<file path="src/rtl/picobello_pkg.sv">
// Shared types and default timing constants for the tile power controller.
package picobello_pkg;

   // Default cycle counts for the power sequencer.
   localparam int DefClkSettleCycles = 4;
   localparam int DefRstHoldCycles   = 8;
   localparam int DefDrainTimeout    = 1024;

   // Power command opcode; value 3 is reserved and treated as a no-op.
   typedef enum logic [1:0] {
      OpOn    = 2'd0,
      OpOff   = 2'd1,
      OpReset = 2'd2,
      OpRsvd  = 2'd3
   } tile_pwr_op_e;

   // Sequencer state, exported on state_o.
   typedef enum logic [2:0] {
      Off      = 3'd0,
      WakeClk  = 3'd1,
      WakeRst  = 3'd2,
      On       = 3'd3,
      Drain    = 3'd4,
      SleepRst = 3'd5,
      SleepClk = 3'd6
   } tile_pwr_state_e;

endpackage

</file>
<file path="src/rtl/tile_pwr_ctrl.sv">
// Tile power sequencer: orders clock enable and reset release/assertion for
// one cluster tile, draining outstanding traffic before powering down.
// Ports:
//   clk_i, rst_i        single clock, synchronous active-high reset
//   req_valid_i/_ready_o command handshake, req_op_i command opcode
//   tile_idle_i         tile has no outstanding NoC/AXI traffic
//   tile_clk_en_o       tile clock enable
//   tile_rst_no         tile reset (active-low)
//   state_o             current sequencer state
//   err_timeout_o       sticky drain-timeout flag, cleared by clr_err_i
module tile_pwr_ctrl
   import picobello_pkg::*;
#(
   parameter int ClkSettleCycles = DefClkSettleCycles,
   parameter int RstHoldCycles   = DefRstHoldCycles,
   parameter int DrainTimeout    = DefDrainTimeout
) (
   input  logic            clk_i,
   input  logic            rst_i,
   input  logic            req_valid_i,
   output logic            req_ready_o,
   input  tile_pwr_op_e    req_op_i,
   input  logic            tile_idle_i,
   output logic            tile_clk_en_o,
   output logic            tile_rst_no,
   output tile_pwr_state_e state_o,
   output logic            err_timeout_o,
   input  logic            clr_err_i
);

   localparam int MaxCyc0 = (ClkSettleCycles > RstHoldCycles) ? ClkSettleCycles : RstHoldCycles;
   localparam int MaxCyc  = (MaxCyc0 > DrainTimeout) ? MaxCyc0 : DrainTimeout;
   localparam int unsigned CntW = $clog2(MaxCyc + 1);

   if (ClkSettleCycles < 1 || RstHoldCycles < 1 || DrainTimeout < 1) begin : g_bad_param
      $error("tile_pwr_ctrl: all cycle parameters must be >= 1");
   end

   tile_pwr_state_e state_q, state_d;
   logic [CntW-1:0] cnt_q, cnt_d;
   logic            rst_seq_q, rst_seq_d;   // current drain belongs to an OpReset
   logic            err_d;
   logic            clk_en_d, rst_n_d, ready_d;
   logic            accept;

   assign accept = req_valid_i && req_ready_o;

   // Next-state, counter reload and sticky error logic.
   always_comb begin
      state_d   = state_q;
      cnt_d     = (cnt_q != '0) ? cnt_q - CntW'(1) : '0;
      rst_seq_d = rst_seq_q;
      err_d     = err_timeout_o;
      if (clr_err_i) err_d = 1'b0;

      case (state_q)
         Off: begin
            if (accept && req_op_i == OpOn) begin
               state_d = WakeClk;
               cnt_d   = CntW'(ClkSettleCycles - 1);
            end
         end
         WakeClk: begin
            if (cnt_q == '0) begin
               state_d = WakeRst;
               cnt_d   = CntW'(RstHoldCycles - 1);
            end
         end
         WakeRst: begin
            if (cnt_q == '0) begin
               state_d   = On;
               cnt_d     = '0;
               rst_seq_d = 1'b0;
            end
         end
         On: begin
            if (accept && (req_op_i == OpOff || req_op_i == OpReset)) begin
               state_d   = Drain;
               cnt_d     = CntW'(DrainTimeout - 1);
               rst_seq_d = (req_op_i == OpReset);
            end
         end
         Drain: begin
            // Idle wins over an expiring counter; timeout still shuts down.
            if (tile_idle_i || cnt_q == '0) begin
               state_d = SleepRst;
               cnt_d   = CntW'(ClkSettleCycles - 1);
               if (!tile_idle_i) err_d = 1'b1;
            end
         end
         SleepRst: begin
            if (cnt_q == '0) begin
               if (rst_seq_q) begin
                  state_d = WakeRst;
                  cnt_d   = CntW'(RstHoldCycles - 1);
               end else begin
                  state_d = SleepClk;
                  cnt_d   = CntW'(ClkSettleCycles - 1);
               end
            end
         end
         SleepClk: begin
            if (cnt_q == '0) begin
               state_d = Off;
               cnt_d   = '0;
            end
         end
         default: begin
            state_d = Off;
            cnt_d   = '0;
         end
      endcase
   end

   // Output decode of the next state so the registered outputs track state_q.
   always_comb begin
      clk_en_d = 1'b0;
      rst_n_d  = 1'b0;
      ready_d  = 1'b0;
      case (state_d)
         Off:                        ready_d = 1'b1;
         WakeClk, WakeRst, SleepRst: clk_en_d = 1'b1;
         On: begin
            clk_en_d = 1'b1;
            rst_n_d  = 1'b1;
            ready_d  = 1'b1;
         end
         Drain: begin
            clk_en_d = 1'b1;
            rst_n_d  = 1'b1;
         end
         default: ;
      endcase
   end

   // State, counter and output registers.
   always_ff @(posedge clk_i) begin
      if (rst_i) begin
         state_q       <= Off;
         cnt_q         <= '0;
         rst_seq_q     <= 1'b0;
         err_timeout_o <= 1'b0;
         tile_clk_en_o <= 1'b0;
         tile_rst_no   <= 1'b0;
         req_ready_o   <= 1'b1;
      end else begin
         state_q       <= state_d;
         cnt_q         <= cnt_d;
         rst_seq_q     <= rst_seq_d;
         err_timeout_o <= err_d;
         tile_clk_en_o <= clk_en_d;
         tile_rst_no   <= rst_n_d;
         req_ready_o   <= ready_d;
      end
   end

   assign state_o = state_q;

endmodule
</file>
<file path="config.mk">
export PLATFORM = sky130hd
export DESIGN_NAME = tile_pwr_ctrl
export DESIGN_NICKNAME = d
export VERILOG_FILES = /design/src/rtl/picobello_pkg.sv /design/src/rtl/tile_pwr_ctrl.sv
export SDC_FILE = /design/constraint.sdc
export NUM_CORES = 1
export LEC_CHECK = 0
export CORE_UTILIZATION = 54
export CTS_CLUSTER_DIAMETER = 150
export DETAILED_ROUTE_END_ITERATION = 8
export MAX_ROUTING_LAYER = met4
export PLACE_DENSITY_LB_ADDON = 0.3
export SYNTH_ARGS = -nofsm -noshare
export SYNTH_HDL_FRONTEND = slang
export SYNTH_SLANG_ARGS = --single-unit
export TNS_END_PERCENT = 10
</file>
<file path="constraint.sdc">
create_clock -name clk_i -period 2.3 [get_ports clk_i]
set_clock_uncertainty 0.05 [all_clocks]
set_input_delay 0.345 -clock clk_i [delete_from_list [all_inputs] [get_ports clk_i]]
set_output_delay 0.345 -clock clk_i [all_outputs]
set_load 0.03 [all_outputs]
</file>
; After elaboration in Yosys (flattened, before gate mapping)
; Index checks and enable logic that the tools add are counted.
[classes]
n_addsub = 1
n_eq_ne = 15
muxes = 28
reduce_logical = 16
[ops]
columns = op, count
row1 = two-way mux 11 bit, 7
row2 = one-hot mux 11 bit (6 select lines), 1
row3 = two-way mux 3 bit, 9
row4 = one-hot mux 3 bit (7 select lines), 1
row5 = equality test 3 bit (second input constant), 5
row6 = equality test 3 x 2 -> 1 bit (second input constant), 4
row7 = logical NOT 11 bit, 1
row8 = nonzero test 11 bit, 1
row9 = subtractor 11 x 1 -> 11 bit (second input constant), 1
row10 = two-way mux 1 bit, 9
row11 = equality test 3 x 1 -> 1 bit (second input constant), 2
row12 = logical NOT 3 bit, 2
row13 = OR reduction 2 bit, 3
row14 = OR reduction 5 bit, 1
row15 = != test 2 bit (second input constant), 2
row16 = logical AND 1 bit, 3
row17 = AND reduction 3 bit, 1
row18 = equality test 2 x 1 -> 1 bit (second input constant), 1
row19 = equality test 2 bit (second input constant), 1
row20 = logical NOT 2 bit, 1
row21 = logical OR 1 bit, 2
row22 = one-hot mux 1 bit (2 select lines), 1
row23 = nonzero test 2 bit, 1
[word_totals]
reg_bits = 19
inputBits = 7
output_inout_bits = 7
elab_cells = 67

; Depth between registers and ports, before layout
; Gate-level depths: netlist of the first run.
[logic_depth]
word_depth = 8
depth_mapped = 8
mapped_depth_nobuf = 7

; Worst setup path before layout of the first run
; Ideal clock, no wire load.
[synth_timing]
path_type = input port to flip-flop
from = in req_op_i[0]
to = reg tile_clk_en_o
setup_time_ns = 0.070
arrival_ns = 1.717
required_ns = 2.180
path_slack_ns = 0.463
cell_stages = 8
n_path_buf = 1
cell_sequence = inv_1 -> ha_1 -> and3_1 -> clkbuf_1 -> and3_1 -> a31o_2 -> a221o_1 -> a21oi_1
[synth_via]
elab_chain_len = 8
elab_cells_between_ends = 16
classes_between = eq/ne: 7 / mux: 4 / reduce/logical: 5
[synth_rtl]
columns = element, line
row1 = from (decl), tile_pwr_ctrl.sv:22  ; input tile_pwr_op_e req_op_i,
row2 = equality test 2 x 1 -> 1 bit or equality test 2 bit (tied branches), tile_pwr_ctrl.sv:77  ; if (accept && (req_op_i == OpOff || req_op_i == OpReset)) begin
row3 = logical OR 1 bit, tile_pwr_ctrl.sv:77
row4 = logical AND 1 bit, tile_pwr_ctrl.sv:77
row5 = two-way mux 3 bit, tile_pwr_ctrl.sv:77
row6 = one-hot mux 3 bit (7 select lines) *, tile_pwr_ctrl.sv:56  ; case (state_q)
row7 = equality test 3 x 2 -> 1 bit (tied with other cells), tile_pwr_ctrl.sv:120  ; case (state_d)
row8 = OR reduction 5 bit (no source line) *, --
row9 = two-way mux 1 bit *, tile_pwr_ctrl.sv:120
row10 = to (signal assigned), tile_pwr_ctrl.sv:151  ; tile_clk_en_o <= clk_en_d;
row11 = to (decl), tile_pwr_ctrl.sv:24  ; output logic tile_clk_en_o,
; Mark *: on every way between the ends. The rest lies on a longest branch, timed or not.
; A chain may end at the register's enable or synchronous reset.

; Worst setup path after layout of the first run
[layout_timing]
from = reg state_q[2], in the netlist state_o[2]
to = out state_o[2]
[layout_lines]
columns = element, line
row1 = from (decl), tile_pwr_ctrl.sv:39  ; tile_pwr_state_e state_q, state_d;
row2 = from (signal assigned), tile_pwr_ctrl.sv:147  ; state_q <= state_d;
row3 = to (decl), tile_pwr_ctrl.sv:26  ; output tile_pwr_state_e state_o,
; No word-level cell between the ends.

==> results of run 1 <==
[cell type report]
class	count	area share, %
tap	27	2.52
multi-input combinational	102	51.7
clock inverter	1	0.374
timing repair buffer	20	13.6
sequential	19	28.4
inverter	6	1.68
clock buffer	3	1.68
[worst paths after layout]
| path | startpoint | end | slack [ns] | cells past startpoint |
|---|---|---|---|---|
| max reg2reg | cnt_q[0] | tile_clk_en_o | 0.32 | 8 |
| max | state_o[2] | state_o[2] | 0.13 | 1 |
| min reg2reg | err_timeout_o | err_timeout_o | 0.43 | 2 |
| min | err_timeout_o | err_timeout_o | 0.43 | 2 |
[state kept, by name (all words and copies together), names as in the netlist]
signal,flops
cnt_q,11
tile_clk_en_o,1
err_timeout_o,1
req_ready_o,1
tile_rst_no,1
rst_seq_q,1
state_o,3
[power breakdown]
group	leakage [nW]	total [W]	switching [W]	internal, W
sequential	0.155	0.000545	0.000120	0.000425
combinational	0.347	0.000996	0.000525	0.000471
clock	0.0177	0.000172	0.000107	0.0000650
total	0.520	0.00171	0.000752	0.000962
[cell families (layout without fill, tap and decap cells)]
| kind of cell | after synthesis | after routing | synth area share (%) |
|---|---|---|---|
| buffers and inverters | 13 | 30 | 5.82 |
| and+or+nand+nor | 49 | 49 | 24.5 |
| adders and majority gates | 3 | 3 | 3.30 |
| AOI/OAI and AO/OA | 41 | 41 | 25.5 |
| DFF | 19 | 19 | 33.4 |
| muxes | 4 | 4 | 3.63 |
| xor gates and xnor gates | 5 | 5 | 3.85 |
[metrics by stage]
stage,total power (W),std cells
3_5_place_dp,0.00154,174
4_1_cts,0.00172,178
6_report,0.00171,178
3_3_place_gp,0.00150,174
5_1_grt,0.00186,178
2_1_floorplan,0.00131,134
[synthesized netlist by cell type, types with 3 or more instances]
| cell type | number | area (µm²) |
|---|---|---|
| a21oi_1 | 11 | 55.1 |
| nand2b_1 | 4 | 25.0 |
| dfxtp_1 | 19 | 380 |
| o21bai_1 | 3 | 22.5 |
| o21a_1 | 4 | 30.0 |
| mux2i_1 | 3 | 30.0 |
| nor2b_1 | 3 | 18.8 |
| nor2_1 | 15 | 56.3 |
| xnor2_1 | 4 | 35.0 |
| ha_1 | 3 | 37.5 |
| inv_1 | 6 | 22.5 |
| nand2_1 | 10 | 37.5 |
| o21ai_0 | 4 | 20.0 |
| clkbuf_1 | 5 | 18.8 |
| and3_1 | 3 | 18.8 |
[per-layer routing]
layer	wire [µm]	share of wire, %	global-route usage (%)
met5	0	0	-
met2	1210	48	39.2
met1	1110	44	37.0
met3	180	7.1	4.53
met4	43	1.7	11.7
[layout by cell type, fill, tap and decap left out, types with 2 or more instances in the layout]
| cell type | count |
|---|---|
| o21bai_1 | 3 |
| clkbuf_4 | 3 |
| o32ai_1 | 2 |
| clkdlybuf4s50_1 | 13 |
| nor3_1 | 2 |
| o22ai_1 | 2 |
| a21oi_1 | 11 |
| or4_1 | 2 |
| dfxtp_1 | 19 |
| and3_1 | 3 |
| o21a_1 | 4 |
| xnor2_1 | 4 |
| nor2_1 | 15 |
| a31oi_1 | 2 |
| nor2b_1 | 3 |
| nand2_1 | 10 |
| nand2b_1 | 4 |
| o21ai_0 | 4 |
| buf_4 | 7 |
| ha_1 | 3 |
| mux2i_1 | 3 |
| inv_1 | 6 |
| o311ai_0 | 2 |
==> results.yml, run 1 <==
critical_path:
  critPathRequiredTime_ns: 1.90
  cp_slowest_stage_delay_ns: 0.78
  cp-end-kind: "output pin"
  crit_slowest_cell: "clkdlybuf4s50_1"
  cp_top_family: "buffers and inverters"
  critPathKind: "reg -> out"
  path_max_fanout: 16
  cp_cell_sequence: "clkdlybuf4s50_1"
  crit_buf_inv: 1
  crit_arrival_ns: 1.78
  cp-start-kind: "flip-flop"
synth:
  post_synth_num_cell_types: 46
  ys_seq_area_share_pct: 33.4
  ys.flop_type: "dfxtp_1"
  synthCells: 134
  synth-edff-count: 0
  ys_async_sr_fraction_pct: 0
  synth.cell_area_um2: 1140
  syn-num-nets: 144
  syn_avg_cell_area_um2: 8.50
  synth-seq-cells: 19
  yosysWarnings: 0
timing:
  worst_hold_slack_ns: 0.428
  period_needed_ns: 2.17
  setup_tns_ns: 0
  max_freq_mhz: 460
  setup_ws_ns: 0.128
  rsz0062_at_grt: "no"
  slew_viol_final: 0
  finalSetupViolations: 0
  hold_viol_final: 0
  tightest_slew_ns: 0.570
  fin_crit_sh_pct: 94.4
  slew_headroom_pct: 62.0
layout:
  final_area_um2: 1340
  diodes: 0
  syn2layout_area_growth_pct: 17.6
  fill_cells: 175
  multi_input_area_um2: 692
  drive_gt1_share_pct: 13.2
  utilization_pct: 67.6
  final_nets: 162
  final-seq-area_um2: 380
place:
  pre_cts_slack_ns: 0.00889
  dpl.hpwl_um: 1890
  io_buffers: 13
  place_area_um2: 1310
  gp_congestion: 0.971
grt:
  grt_pass1_vias: 915
  overflow: 0
  grtUsageTotal_pct: 27.1
  grt_max_degree: 17
  grt_pass1_wl_um: 4090
  antenna_found_initial: 0
die:
  coreArea_um2: 1980
  dieArea_um2: 2300
  start_util_pct: 57.4
  fp.dieW_um: 47.9
  pin_count: 14
  rows: 16
  die_y_um: 47.9
clock_tree:
  cts_made_buffers: 3
  postCtsHoldBufs: 0
  clock-sinks: 19
  ctsResizeCount: 0
  post_cts_buffers: 0
  clk_latency_ns: 0.31
  tritoncts: "built"
  max-clock-path-buffers: 2
  h-tree-depth: 1
  root_buffer: "clkbuf_4"
  path_clk_slew_ns: 0.10
route:
  first_pass_iters: 4
  via_count: 1062
  vias_per_cell: 5.97
  ant_nets: 0
  wl_um: 2540
  drc: 0
  drt_iter0_markers: 26
  wl_per_cell_um: 14.3
min_path:
  hp-class: "reg -> reg"
power_and_ir_drop:
  pwr_density_cell_nw_per_um2: 1280
  p_leak_nw: 0.520
  ir_drop_uv: 794
status:
  status: "finished clean"
flow_run:
  cap_violations: 0
Power figures use the tool's default switching activity.
==> inputs of run 2 (changes only) <==
==> constraint.sdc (replaced) <==
create_clock -name clk_i -period 2.3 [get_ports clk_i]
set_clock_uncertainty 0.05 [all_clocks]
set_input_delay 0.46 -clock clk_i [delete_from_list [all_inputs] [get_ports clk_i]]
set_output_delay 0.46 -clock clk_i [all_outputs]
set_load 0.03 [all_outputs]
==> run 2 against run 1 <==
Against the previous run:
- worst hold slack improved by 0.00072 ns
- flip-flop and latch count unchanged
- register-to-register slack got worse by 0.11 ns
- final cell count increased by 2.2%
- critical path depth unchanged
- die area unchanged
- total power increased by 0.93%
- global-route usage decreased by 1.2 points
- sequential power decreased by 3%
- largest cell class unchanged
- highest routed layer unchanged
==> results.yml, run 2 (synthesis gave the netlist of run 1 again) <==
critical_path:
  cp-start-kind: "flip-flop"
  cp_top_family: "buffers and inverters"
  crit_slowest_cell: "clkdlybuf4s50_1"
  crit_buf_inv: 1
  path_max_fanout: 14
  rr_startpoint: "cnt_q[0]"
  reg2reg_slack_ns: 0.21
  critPathRequiredTime_ns: 1.79
  cp-end-kind: "output pin"
  cp_slowest_stage_delay_ns: 0.75
  crit_arrival_ns: 1.66
  critPathKind: "reg -> out"
  timing.rr.end: "cnt_q[8]"
  cp_cell_sequence: "clkdlybuf4s50_1"
  ff2ff_path_depth: 7
route:
  first_pass_iters: 5
  wl_um: 2530
  drc: 0
  ant_nets: 0
  wl_per_cell_um: 13.9
  via_count: 1066
  vias_per_cell: 5.86
  drt_iter0_markers: 39
grt:
  antenna_found_initial: 0
  overflow: 0
  grt_max_degree: 21
  grt_pass1_wl_um: 3880
  grt_pass1_vias: 874
  grtUsageTotal_pct: 26.0
power_and_ir_drop:
  p_comb_share_pct: 59.4
  ir_drop_uv: 721
  p_sw_w: 0.000747
  swShare_pct: 43.2
  p_int_w: 0.000982
  p_leak_nw: 0.537
  power.share.sequential_pct: 30.7
  clkPwrFrac_pct: 9.9
  power_w: 0.00173
  pwr_density_cell_nw_per_um2: 1260
timing:
  hold_viol_final: 0
  max_freq_mhz: 460
  finalSetupViolations: 0
  fin_crit_sh_pct: 94.5
  slew_headroom_pct: 71.0
  period_needed_ns: 2.17
  tightest_slew_ns: 0.434
  worst_hold_slack_ns: 0.429
  rsz0062_at_grt: "no"
  slew_viol_final: 0
min_path:
  hp-class: "reg -> reg"
  hold_end: "err_timeout_o"
  whs_path_depth: 2
  worstHoldStart: "err_timeout_o"
flow_run:
  cap_violations: 0
die:
  coreArea_um2: 1980
  rows: 16
  pin_count: 14
  die_y_um: 47.9
  start_util_pct: 57.4
  fp.dieW_um: 47.9
  dieArea_um2: 2300
clock_tree:
  clock-sinks: 19
  h-tree-depth: 1
  max-clock-path-buffers: 2
  ctsResizeCount: 0
  path_clk_slew_ns: 0.11
  root_buffer: "clkbuf_4"
  cts_made_buffers: 3
  clk_latency_ns: 0.30
  post_cts_buffers: 0
  postCtsHoldBufs: 0
  tritoncts: "built"
layout:
  final_nets: 166
  drive_gt1_share_pct: 14.8
  regMostFlops: "cnt_q"
  syn2layout_area_growth_pct: 20.1
  final_cell_mix: "19 x dfxtp_1, 15 x nor2_1, 13 x clkdlybuf4s50_1"
  largest_reg_flops: 11
  diodes: 0
  final_common_cell: "dfxtp_1"
place:
  gp_congestion: 0.916
  io_buffers: 13
  dpl.hpwl_um: 1860
status:
  status: "finished clean"
run 2: cell types whose count changed in the layout (fill, tap and decap cells not counted):
cell      previous run  this run
clkinv_2             1         0
buf_4                7        11
clkbuf_1             0         1
run 2: worst max path at each step:
stage | from | to | slack [ns] | cells past startpoint
6_report | state_o[1] | state_o[1] | 0.13 | 1
3_3_place_gp | req_op_i[0] | tile_clk_en_o | 0.01 | 8
4_1_cts | state_o[1] | state_o[1] | 0.14 | 1
2_1_floorplan | req_op_i[0] | tile_clk_en_o | 0.35 | 8
5_1_grt | cnt_q[0] | cnt_q[8] | 0.04 | 7
3_5_place_dp | req_op_i[1] | tile_clk_en_o | -0.02 | 8
run 2: cell type report:
| type | instances | area, µm² |
|---|---|---|
| fill | 158 | 614 |
| multi-input combinational | 102 | 692 |
| timing repair buffer | 24 | 213 |
| sequential | 19 | 380 |
| clock buffer | 4 | 26.3 |
| tap | 27 | 33.8 |
| inverter | 6 | 22.5 |
run 2: per-stage QoR:
stage	setup TNS [ns]	std cells	cell area, µm²	util, %	worst slack (ns)
final	0	182	1370	69.0	0.128
after global routing	0	182	1370	69.0	0.0416
after CTS	0	182	1370	69.0	0.142
after detailed placement	-0.0224	178	1340	67.7	-0.0185
after global placement	0	178	1340	67.7	0.0118
after floorplan	0	134	1140	-	0.348
run 2: power by group through the flow:
stage | logic (W) | registers (W) | clock network, W
finish | 0.00103 | 0.000531 | 0.000171
global route | 0.00112 | 0.000546 | 0.000190
CTS | 0.00102 | 0.000530 | 0.000175
detailed placement | 0.00101 | 0.000536 | 0
global placement | 0.000988 | 0.000533 | 0
floorplan | 0.000755 | 0.000553 | 0
run 2: per-layer routing:
layer,global-route usage (%),share of wire (%)
met1,34.5,48
met2,35.4,44
met3,6.42,4.8
met4,14.4,2.7
met5,-,0
==> inputs of run 3 (changes only) <==
--- a/config.mk
+++ b/config.mk
@@ -5,8 +5,8 @@
 export SDC_FILE = /design/constraint.sdc
 export NUM_CORES = 1
 export LEC_CHECK = 0
+export CORE_ASPECT_RATIO = 1.1
 export CORE_UTILIZATION = 54
-export CTS_CLUSTER_DIAMETER = 150
 export DETAILED_ROUTE_END_ITERATION = 8
 export MAX_ROUTING_LAYER = met4
 export PLACE_DENSITY_LB_ADDON = 0.3
==> run 3 against run 2 <==
Against the previous run:
- design area fell by 0.46%
- worst hold slack better by 0.0027 ns
- total power grew 0.19%
- non-clock buffer count is 1 lower
- critical path type unchanged
- largest power group unchanged
- highest routed layer unchanged
==> results.yml, run 3 (synthesis gave the netlist of run 1 again) <==
status:
  status: "finished clean"
clock_tree:
  h-tree-depth: 1
  clk_latency_ns: 0.31
  max-clock-path-buffers: 2
  ctsResizeCount: 0
  root_buffer: "clkbuf_4"
  clock-sinks: 19
  path_clk_slew_ns: 0.10
  post_cts_buffers: 0
  tritoncts: "built"
  postCtsHoldBufs: 0
  cts_made_buffers: 3
die:
  rows: 17
  coreArea_um2: 2000
  dieArea_um2: 2300
  fp.dieW_um: 45.8
  start_util_pct: 56.9
  die_y_um: 50.2
  pin_count: 14
layout:
  regMostFlops: "cnt_q"
  syn2layout_area_growth_pct: 19.6
  diodes: 0
  final_nets: 165
  final_common_cell: "dfxtp_1"
  fin_cells: 182
  largest_reg_flops: 11
  drive_gt1_share_pct: 14.3
  final_cell_mix: "19 x dfxtp_1, 15 x nor2_1, 13 x clkdlybuf4s50_1"
  utilization_pct: 68.1
critical_path:
  cp_cell_sequence: "clkdlybuf4s50_1"
  crit_arrival_ns: 1.66
  cp-end-kind: "output pin"
  cp_top_family: "buffers and inverters"
  timing.rr.end: "err_timeout_o"
  crit_buf_inv: 1
  cp-start-kind: "flip-flop"
  path_max_fanout: 14
  ff2ff_path_depth: 7
  cp_slowest_stage_delay_ns: 0.75
  reg2reg_slack_ns: 0.31
  rr_startpoint: "cnt_q[0]"
  critPathRequiredTime_ns: 1.79
  crit_slowest_cell: "clkdlybuf4s50_1"
  critPathKind: "reg -> out"
min_path:
  worstHoldStart: "err_timeout_o"
  hp-class: "reg -> reg"
  hold_end: "err_timeout_o"
  whs_path_depth: 2
timing:
  hold_viol_final: 0
  rsz0062_at_grt: "no"
  slew_headroom_pct: 71.2
  finalSetupViolations: 0
  period_needed_ns: 2.17
  fin_crit_sh_pct: 94.2
  tightest_slew_ns: 0.431
  worst_hold_slack_ns: 0.431
  max_freq_mhz: 461
  slew_viol_final: 0
  setup_ws_ns: 0.133
place:
  pre_cts_slack_ns: -0.0703
  io_buffers: 13
  dpl.cell_count: 178
  dpl.hpwl_um: 1870
  gp_congestion: 0.889
route:
  wl_um: 2490
  drc: 0
  ant_nets: 0
  vias_per_cell: 5.70
  via_count: 1038
  drt_iter0_markers: 17
  first_pass_iters: 4
  wl_per_cell_um: 13.7
grt:
  grt_pass1_vias: 908
  overflow: 0
  grt_max_degree: 15
  antenna_found_initial: 0
  grtUsageTotal_pct: 25.7
  grt_pass1_wl_um: 4140
power_and_ir_drop:
  pwr_density_cell_nw_per_um2: 1270
  ir_drop_uv: 808
  p_leak_nw: 0.533
flow_run:
  cap_violations: 0
## run 3: cell count changes in the layout (fill, tap and decap cells not counted)
cell | previous run | this run
buf_4 | 11 | 10
## run 3: worst max-delay path by stage
stage | from | endpoint | slack, ns | depth (start not counted)
floorplan | req_op_i[0] | tile_clk_en_o | 0.35 | 8
global placement | req_op_i[1] | tile_clk_en_o | -0.0006 | 8
detailed placement | req_op_i[1] | tile_clk_en_o | -0.07 | 8
CTS | state_o[1] | state_o[1] | 0.13 | 1
global route | state_o[1] | state_o[1] | 0.06 | 1
finish | state_o[1] | state_o[1] | 0.13 | 1
## run 3: area by class of cell
cell class	count	area, µm²
fill	175	638
multi-input combinational	102	692
inverter	6	22.5
sequential	19	380
tap	28	35.0
clock buffer	4	26.3
timing repair buffer	23	205
## run 3: tightest hold or removal path: stages, from the launching register on
cell and delay, ns:
dfxtp_1 0.32, nand2b_1 0.07, a21oi_1 0.05
## run 3: routing by layer
metal | share of wire [%] | vias to the layer above | global-route usage, %
met5 | 0 | - | -
met4 | 1.9 | 0 | 12.3
met3 | 3.4 | 5 | 3.60
met2 | 48 | 25 | 37.9
met1 | 47 | 486 | 34.1
li1 | - | 522 | -
## run 3: metrics by stage
stage	total power, W	TNS (ns)	area [µm²]
5_1_grt	0.00188	0	1360
3_3_place_gp	0.00153	-0.000627	1340
2_1_floorplan	0.00131	0	1140
3_5_place_dp	0.00156	-0.105	1340
4_1_cts	0.00173	0	1360
6_report	0.00173	0	1360
## run 3: where the power goes
| part | switching [W] | internal (W) |
|---|---|---|
| logic | 0.000515 | 0.000496 |
| registers | 0.000120 | 0.000425 |
| clock network | 0.000109 | 0.0000678 |
